[src/rtl/lcd_text_feeder.sv]
// lcd_text_feeder: buffers an ASCII character stream in a small FIFO, tracks
// the cursor on a ROWS x COLS display and turns each character into LCD
// controller transactions ({rs, rw, data}) paced by the controller's busy.
// Optional feature: define LCD_AUTOWRAP_EN to wrap a printable character
// written past the last column onto the next row (set-address, then write).
module lcd_text_feeder #(
  parameter int COLS        = 16,
  parameter int ROWS        = 2,
  parameter int FIFO_DEPTH  = 8,
  parameter int ACK_TIMEOUT = 4,
  localparam int CW         = $clog2(COLS + 1)
) (
  input  logic          clk,
  input  logic          rst_n,
  input  logic          in_valid,
  input  logic [7:0]    in_char,
  output logic          in_ready,
  input  logic          busy,
  output logic          lcd_enable,
  output logic [9:0]    lcd_bus,
  output logic          cur_row,
  output logic [CW-1:0] cur_col,
  output logic          idle
);

  localparam int AW = $clog2(FIFO_DEPTH);
  localparam int TW = $clog2(ACK_TIMEOUT + 1);

  localparam logic [9:0] HOME_CMD  = 10'h080;
  localparam logic [9:0] CLEAR_CMD = 10'h001;

  typedef enum logic [2:0] {IDLE, DECODE, ISSUE, WAIT_ACK, WAIT_DONE} state_t;

  state_t          state_reg, state_next;
  logic [9:0]      cmd_reg, cmd_next;
  logic            row_reg, row_next;
  logic [CW-1:0]   col_reg, col_next;
  logic            pending_home_reg, pending_home_next;
  logic [TW-1:0]   tmo_reg, tmo_next;
  logic            lcd_enable_reg, lcd_enable_next;
  logic [9:0]      lcd_bus_reg, lcd_bus_next;
  logic            idle_reg, idle_next;
  logic            in_ready_reg, in_ready_next;
  logic [AW-1:0]   wr_ptr_reg, rd_ptr_reg;
  logic [AW:0]     count_reg, count_next;
  logic [7:0]      char_reg;
  logic [7:0]      mem [FIFO_DEPTH];
  logic            push, pop;
`ifdef LCD_AUTOWRAP_EN
  logic            wrap_reg, wrap_next;
`endif

  // DDRAM set-address command byte (0x80 | row base) for a given row.
  function automatic logic [7:0] row_addr(input logic r);
    return (ROWS == 2 && r) ? 8'hC0 : 8'h80;
  endfunction

  // Row that follows r, wrapping on the last display line.
  function automatic logic next_row(input logic r);
    return (ROWS == 2) ? ~r : 1'b0;
  endfunction

  assign in_ready   = in_ready_reg;
  assign lcd_enable = lcd_enable_reg;
  assign lcd_bus    = lcd_bus_reg;
  assign cur_row    = row_reg;
  assign cur_col    = col_reg;
  assign idle       = idle_reg;

  // Character storage and registered read into the decode register.
  always_ff @(posedge clk) begin
    if (push) mem[wr_ptr_reg] <= in_char;
    if (pop)  char_reg <= mem[rd_ptr_reg];
  end

  // State, cursor, FIFO pointers and registered outputs.
  always_ff @(posedge clk or negedge rst_n) begin
    if (!rst_n) begin
      state_reg        <= IDLE;
      cmd_reg          <= '0;
      row_reg          <= 1'b0;
      col_reg          <= '0;
      pending_home_reg <= 1'b1;
      tmo_reg          <= '0;
      lcd_enable_reg   <= 1'b0;
      lcd_bus_reg      <= '0;
      idle_reg         <= 1'b0;
      in_ready_reg     <= 1'b1;
      wr_ptr_reg       <= '0;
      rd_ptr_reg       <= '0;
      count_reg        <= '0;
`ifdef LCD_AUTOWRAP_EN
      wrap_reg         <= 1'b0;
`endif
    end else begin
      state_reg        <= state_next;
      cmd_reg          <= cmd_next;
      row_reg          <= row_next;
      col_reg          <= col_next;
      pending_home_reg <= pending_home_next;
      tmo_reg          <= tmo_next;
      lcd_enable_reg   <= lcd_enable_next;
      lcd_bus_reg      <= lcd_bus_next;
      idle_reg         <= idle_next;
      in_ready_reg     <= in_ready_next;
      count_reg        <= count_next;
      if (push) wr_ptr_reg <= wr_ptr_reg + AW'(1);
      if (pop)  rd_ptr_reg <= rd_ptr_reg + AW'(1);
`ifdef LCD_AUTOWRAP_EN
      wrap_reg         <= wrap_next;
`endif
    end
  end

  // Next-state, command decode, handshake pacing and FIFO bookkeeping.
  always_comb begin
    state_next        = state_reg;
    cmd_next          = cmd_reg;
    row_next          = row_reg;
    col_next          = col_reg;
    pending_home_next = pending_home_reg;
    tmo_next          = tmo_reg;
    lcd_enable_next   = 1'b0;
    lcd_bus_next      = lcd_bus_reg;
    pop               = 1'b0;
    push              = in_valid && in_ready_reg;
`ifdef LCD_AUTOWRAP_EN
    wrap_next         = wrap_reg;
`endif

    case (state_reg)
      IDLE: begin
        if (pending_home_reg) begin
          cmd_next   = HOME_CMD;
          state_next = ISSUE;
        end else if (count_reg != '0) begin
          pop        = 1'b1;
          state_next = DECODE;
        end
      end

      DECODE: begin
        state_next = ISSUE;
        if (char_reg == 8'h0C) begin
          cmd_next = CLEAR_CMD;
          row_next = 1'b0;
          col_next = '0;
        end else if (char_reg == 8'h0A) begin
          row_next = next_row(row_reg);
          col_next = '0;
          cmd_next = {2'b00, row_addr(next_row(row_reg))};
        end else if (char_reg == 8'h0D) begin
          col_next = '0;
          cmd_next = {2'b00, row_addr(row_reg)};
        end else if (char_reg >= 8'h20 && char_reg <= 8'h7E) begin
          if (col_reg != CW'(COLS)) begin
            cmd_next = {2'b10, char_reg};
            col_next = col_reg + CW'(1);
          end else begin
`ifdef LCD_AUTOWRAP_EN
            // Move to the start of the next row first; the character
            // itself is written once this address command completes.
            row_next  = next_row(row_reg);
            col_next  = '0;
            cmd_next  = {2'b00, row_addr(next_row(row_reg))};
            wrap_next = 1'b1;
`else
            state_next = IDLE;
`endif
          end
        end else begin
          state_next = IDLE;
        end
      end

      ISSUE: begin
        if (!busy) begin
          lcd_enable_next = 1'b1;
          lcd_bus_next    = cmd_reg;
          tmo_next        = '0;
          state_next      = WAIT_ACK;
        end
      end

      WAIT_ACK: begin
        if (busy) begin
          state_next = WAIT_DONE;
        end else if (tmo_reg == TW'(ACK_TIMEOUT - 1)) begin
          // Controller never acknowledged the strobe: pulse it again.
          state_next = ISSUE;
        end else begin
          tmo_next = tmo_reg + TW'(1);
        end
      end

      WAIT_DONE: begin
        if (!busy) begin
          // Home is only ever in flight while pending_home is set.
          pending_home_next = 1'b0;
          state_next        = IDLE;
`ifdef LCD_AUTOWRAP_EN
          if (wrap_reg) begin
            wrap_next  = 1'b0;
            cmd_next   = {2'b10, char_reg};
            col_next   = CW'(1);
            state_next = ISSUE;
          end
`endif
        end
      end

      default: state_next = IDLE;
    endcase

    case ({push, pop})
      2'b10:   count_next = count_reg + (AW+1)'(1);
      2'b01:   count_next = count_reg - (AW+1)'(1);
      default: count_next = count_reg;
    endcase

    in_ready_next = (count_next != (AW+1)'(FIFO_DEPTH));
    idle_next     = (state_next == IDLE) && (count_next == '0) && !pending_home_next;
  end

endmodule

[config.mk]
export PLATFORM = sky130hd
export DESIGN_NAME = lcd_text_feeder
export DESIGN_NICKNAME = d
export VERILOG_FILES = /design/src/rtl/lcd_text_feeder.sv
export SDC_FILE = /design/constraint.sdc
export NUM_CORES = 1
export LEC_CHECK = 0
export ABC_CLOCK_PERIOD_IN_PS = 4000
export CAP_MARGIN = 25
export CORE_ASPECT_RATIO = 0.75
export CORE_MARGIN = 2
export CORE_UTILIZATION = 25
export DETAILED_ROUTE_END_ITERATION = 10
export SLEW_MARGIN = 20
export SYNTH_ARGS = -nofsm -noshare
export SYNTH_HDL_FRONTEND = slang
export SYNTH_SLANG_ARGS = --single-unit
[constraint.sdc]
create_clock -name clk -period 4 [get_ports clk]
set_clock_uncertainty 0.05 [all_clocks]
set_input_delay 0.8 -clock clk [delete_from_list [all_inputs] [get_ports clk]]
set_output_delay 0.8 -clock clk [all_outputs]
set_load 0.01 [all_outputs]
==> metrics.log <==
INFO  metric die_x = 166.6 um
INFO  metric timing.critical_path.mode_cell = sky130_fd_sc_hd__ha_1
INFO  metric postSynthAreaPerCell = 15.54 um2
INFO  metric detailroute.via_count = 2745
INFO  metric multi_input_comb_area = 1570 um2
INFO  metric worstSetupStartpointType = flop
INFO  metric cp_cell_sequence = or4_1, nor2_1, buf_4, ha_1, ha_1, a21o_1, a2111oi_0, nand4b_1, nand3_1, nor4_1
INFO  metric detail_route.wirelength = 9.343 mm
INFO  metric criticalPathCategory = reg -> reg
INFO  metric floorplan.die.height = 126.0 um
INFO  metric worstPathRequired = 4.26 ns
INFO  metric clock_tree_from_tritoncts = yes
INFO  metric cp_data_arrival_time = 3.60 ns
INFO  metric synth_ff_type = sky130_fd_sc_hd__edfxtp_1
INFO  metric antenna-diode-count = 0
INFO  metric port-buffer-count = 29
INFO  metric grt_start_max_net_pins = between 40 and 50
INFO  metric placeableCoreArea = 19380 um2
INFO  metric netlist_top_cells_area = sky130_fd_sc_hd__edfxtp_1 44%, sky130_fd_sc_hd__dfrtp_1 21%, sky130_fd_sc_hd__mux4_2 7.3%, sky130_fd_sc_hd__mux2_2 4.5%, sky130_fd_sc_hd__ha_1 2.3%
INFO  metric floorplan.initialDensity = 25.59%
INFO  metric drt-vias-per-instance = 4.385
INFO  metric path_delay_family = simple AND/OR/NAND/NOR gates
INFO  metric cp_startpoint = state_reg[0]
INFO  metric fraction_of_registers_with_async_set_reset = about 38%
INFO  metric rsz0062_at_grt = no
INFO  metric yosysWarnings = 0
INFO  metric netlist-cell-type-count = 58
INFO  metric timing.max_cap.violations = 0
INFO  metric power.density_cell_area = 763.4 nW/um2
INFO  metric run_status = finished clean
INFO  metric worst_rel_slew_slack = 35.56%
INFO  metric syn2layout_area_growth = 24.20%
INFO  metric drive_above_1_share = 25.20%
INFO  metric placedInstanceArea = 5550 um2
INFO  metric vias_in_the_first_global_route = ~2800
INFO  metric seqCellArea = around 3300 um2
INFO  metric tightestPinTransition = 0.9631 ns
INFO  metric hold_class = in -> async
INFO  metric synth_area_leader_cell = sky130_fd_sc_hd__edfxtp_1
INFO  metric critical-path-max-stage-delay = 0.61 ns
INFO  metric floorplan.die_area = approximately 21000 um2
INFO  metric synth.top_cell.area_share = 43.60%
INFO  metric max_freq = 299.4 MHz
INFO  metric synth_compound_area_share = 5.097%
INFO  metric final_cell_area = 6158 um2
INFO  metric wire_per_inst = 14.92 um
INFO  metric grt_antenna_before_repair = 0
INFO  metric path_clk_slew = around 0.06 ns
INFO  metric synth_top_family_by_area = multiplexers
INFO  metric floorplan.rows = 44
INFO  metric fillCellCount = 1909
INFO  metric synthXorXnorAreaFrac = 1.060%
INFO  metric layout.nets = 382
INFO  metric worstSkewPairLatency = around 0.41 ns
INFO  metric cts.repair_timing.setup_buffer_count = 0
INFO  metric clk_sink_count = 116
INFO  metric synth-edff-count = 72
INFO  metric grt_first_pass_wirelength = between 15 and 20 mm
INFO  metric synth_area = 4959 um2
INFO  metric cts_htree_levels = 4
INFO  metric cts_hold_buffers = 0
INFO  metric drtIter0Drc = between 100 and 150
INFO  metric critical_path.n_buffers_inverters = 1
INFO  metric vdd_ir_drop_max = 0.3034 mV
INFO  metric drv_slew = 0
INFO  metric endpoint_kind = flop
INFO  metric min_period_over_period = 83.51%
INFO  metric dp.final_hpwl = between 6 and 7 mm
INFO  metric largest_reg_flops = 64
INFO  metric setup_total_negative_slack = 0 ns
INFO  metric postLayoutCoreUtil = between 30% and 40%
INFO  metric r2r_start = state_reg[0]
INFO  metric path_max_fanout = 12
INFO  metric max-clock-path-buffers = 2
INFO  metric cpMaxStageDelayCell = sky130_fd_sc_hd__or4_1
INFO  metric report.final.hold_viol_count = 0
INFO  metric gp_congestion = 0.8135
INFO  metric synth-seq-area-share = between 60% and 70%
INFO  metric cts.root.buffer_cell = sky130_fd_sc_hd__clkbuf_16
INFO  metric groute.usage.overall = around 9.7%
INFO  metric multiplexer_share_of_the_synthesized_area = 13.75%
INFO  metric synth_seq_cells = 116
INFO  metric cts.repair.resized = 0
INFO  metric setup_violation_total_in_the_final_timing_report = 0
INFO  metric num_io_pins = 31
INFO  metric cts_buffers = 17
INFO  metric ant_nets = 0
INFO  metric drt_first_pass_iters = 4
INFO  metric synth_adder_area_share = 2.675%
INFO  metric synth_simple_gate_area_share = 8.907%
INFO  metric route.detailed.drc = 0
INFO  metric syn_nets = 341
INFO  metric period_minus_slack = 3.340 ns
INFO  metric grt_overflow = 0
INFO  metric synthCells = 319
INFO  metric total_leakage_power = 2.262 nW
==> where the power goes <==
group	switching [W]	internal (W)	total, W
sequential	0.000297	0.00162	0.00191
combinational	0.000585	0.000663	0.00125
clock	0.000594	0.000945	0.00154
total	0.00148	0.00323	0.00470
==> logic make-up (layout without fill, tap and decap cells) <==
| kind of cell | count (synthesis) | count (layout) |
|---|---|---|
| flip-flops | 116 | 116 |
| buffers and inverters | 29 | 83 |
| AND/OR/NAND/NOR | 79 | 79 |
| other | 1 | 1 |
| multiplexers | 44 | 44 |
| XOR/XNOR | 6 | 6 |
| adder cells (fa/ha/maj) | 10 | 10 |
| AO/OA/AOI/OAI | 34 | 34 |
==> area by class of cell <==
cell class | count | share of cell area (%)
clock inverters | 15 | 2.926
inverters | 16 | 0.9752
multi-input cells | 174 | 25.50
clock buffers | 17 | 6.908
repair buffers | 35 | 5.526
well taps | 253 | 5.140
flip-flops and latches | 116 | 53.03
==> path summary, 6_finish.rpt <==
path | cells past startpoint | endpoint | slack [ns]
worst min register to register | 2 | pending_home_reg | 0.41
worst max-delay path | 10 | idle | 0.66
min in group clk | 2 | pending_home_reg | 0.41
worst min-delay path | 1 | cur_col[3] | 0.34
max in group asynchronous | 1 | pending_home_reg | 3.18
worst max register to register | 10 | idle | 0.66
==> cells in the mapped netlist (4+ instances only) <==
cell type,instances
sky130_fd_sc_hd__o21ai_0,7
sky130_fd_sc_hd__mux2_2,20
sky130_fd_sc_hd__ha_1,9
sky130_fd_sc_hd__nand2_1,19
sky130_fd_sc_hd__nor2_1,17
sky130_fd_sc_hd__nand3_1,7
sky130_fd_sc_hd__dfrtp_1,42
sky130_fd_sc_hd__edfxtp_1,72
sky130_fd_sc_hd__buf_2,6
sky130_fd_sc_hd__xor2_1,4
sky130_fd_sc_hd__nand4_1,4
sky130_fd_sc_hd__nor3_1,5
sky130_fd_sc_hd__nand2b_1,4
sky130_fd_sc_hd__a21oi_1,8
sky130_fd_sc_hd__mux4_2,16
sky130_fd_sc_hd__inv_1,16
sky130_fd_sc_hd__mux2i_1,4
==> per-stage QoR <==
stage                     setup WS (ns)  power, W  hold WS, ns  instances
after floorplan                  0.6413  0.002743       0.3819        319
after global placement           0.8046  0.003131       0.3967        593
after detailed placement         0.5900  0.003193       0.4002        594
after CTS                        0.6767  0.004750       0.4084        626
after global routing             0.4393  0.004975       0.3787        626
final                            0.6595  0.004701       0.3378        626
==> layer usage <==
layer	track usage (%)	vias to the layer above	wire length, um
met5	0	-	0
met4	3.651	0	73
met3	3.080	6	379
met2	14.37	53	4249
met1	13.22	1393	4641
li1	-	1293	-
==> layout by cell type (no fill, tap or decap), types with 2 or more instances in the layout <==
master | synthesis | routed
sky130_fd_sc_hd__clkbuf_16 | 0 | 17
sky130_fd_sc_hd__dfrtp_1 | 42 | 42
sky130_fd_sc_hd__inv_6 | 0 | 8
sky130_fd_sc_hd__ha_1 | 9 | 9
sky130_fd_sc_hd__buf_4 | 1 | 6
sky130_fd_sc_hd__or3_1 | 3 | 3
sky130_fd_sc_hd__nand3_1 | 7 | 7
sky130_fd_sc_hd__mux2i_1 | 4 | 4
sky130_fd_sc_hd__o2bb2ai_1 | 3 | 3
sky130_fd_sc_hd__inv_1 | 16 | 16
sky130_fd_sc_hd__o21ai_0 | 7 | 7
sky130_fd_sc_hd__nand2_1 | 19 | 19
sky130_fd_sc_hd__nor4_1 | 2 | 2
sky130_fd_sc_hd__clkdlybuf4s50_1 | 0 | 28
sky130_fd_sc_hd__nor3_2 | 1 | 2
sky130_fd_sc_hd__a21o_1 | 2 | 2
sky130_fd_sc_hd__nor2_1 | 17 | 17
sky130_fd_sc_hd__or2_2 | 2 | 2
sky130_fd_sc_hd__nor3_1 | 5 | 4
sky130_fd_sc_hd__nand2b_1 | 4 | 4
sky130_fd_sc_hd__edfxtp_1 | 72 | 72
sky130_fd_sc_hd__xor2_1 | 4 | 4
sky130_fd_sc_hd__xnor2_1 | 2 | 2
sky130_fd_sc_hd__or4_1 | 2 | 2
sky130_fd_sc_hd__nand4_1 | 4 | 4
sky130_fd_sc_hd__o31ai_1 | 2 | 2
sky130_fd_sc_hd__mux4_2 | 16 | 16
sky130_fd_sc_hd__bufinv_16 | 0 | 2
sky130_fd_sc_hd__inv_8 | 0 | 3
sky130_fd_sc_hd__dfstp_2 | 2 | 2
sky130_fd_sc_hd__mux2_2 | 20 | 20
sky130_fd_sc_hd__a21oi_1 | 8 | 8
sky130_fd_sc_hd__nand4b_1 | 3 | 3
sky130_fd_sc_hd__mux2_4 | 3 | 3
Power figures use the tool's default switching activity.
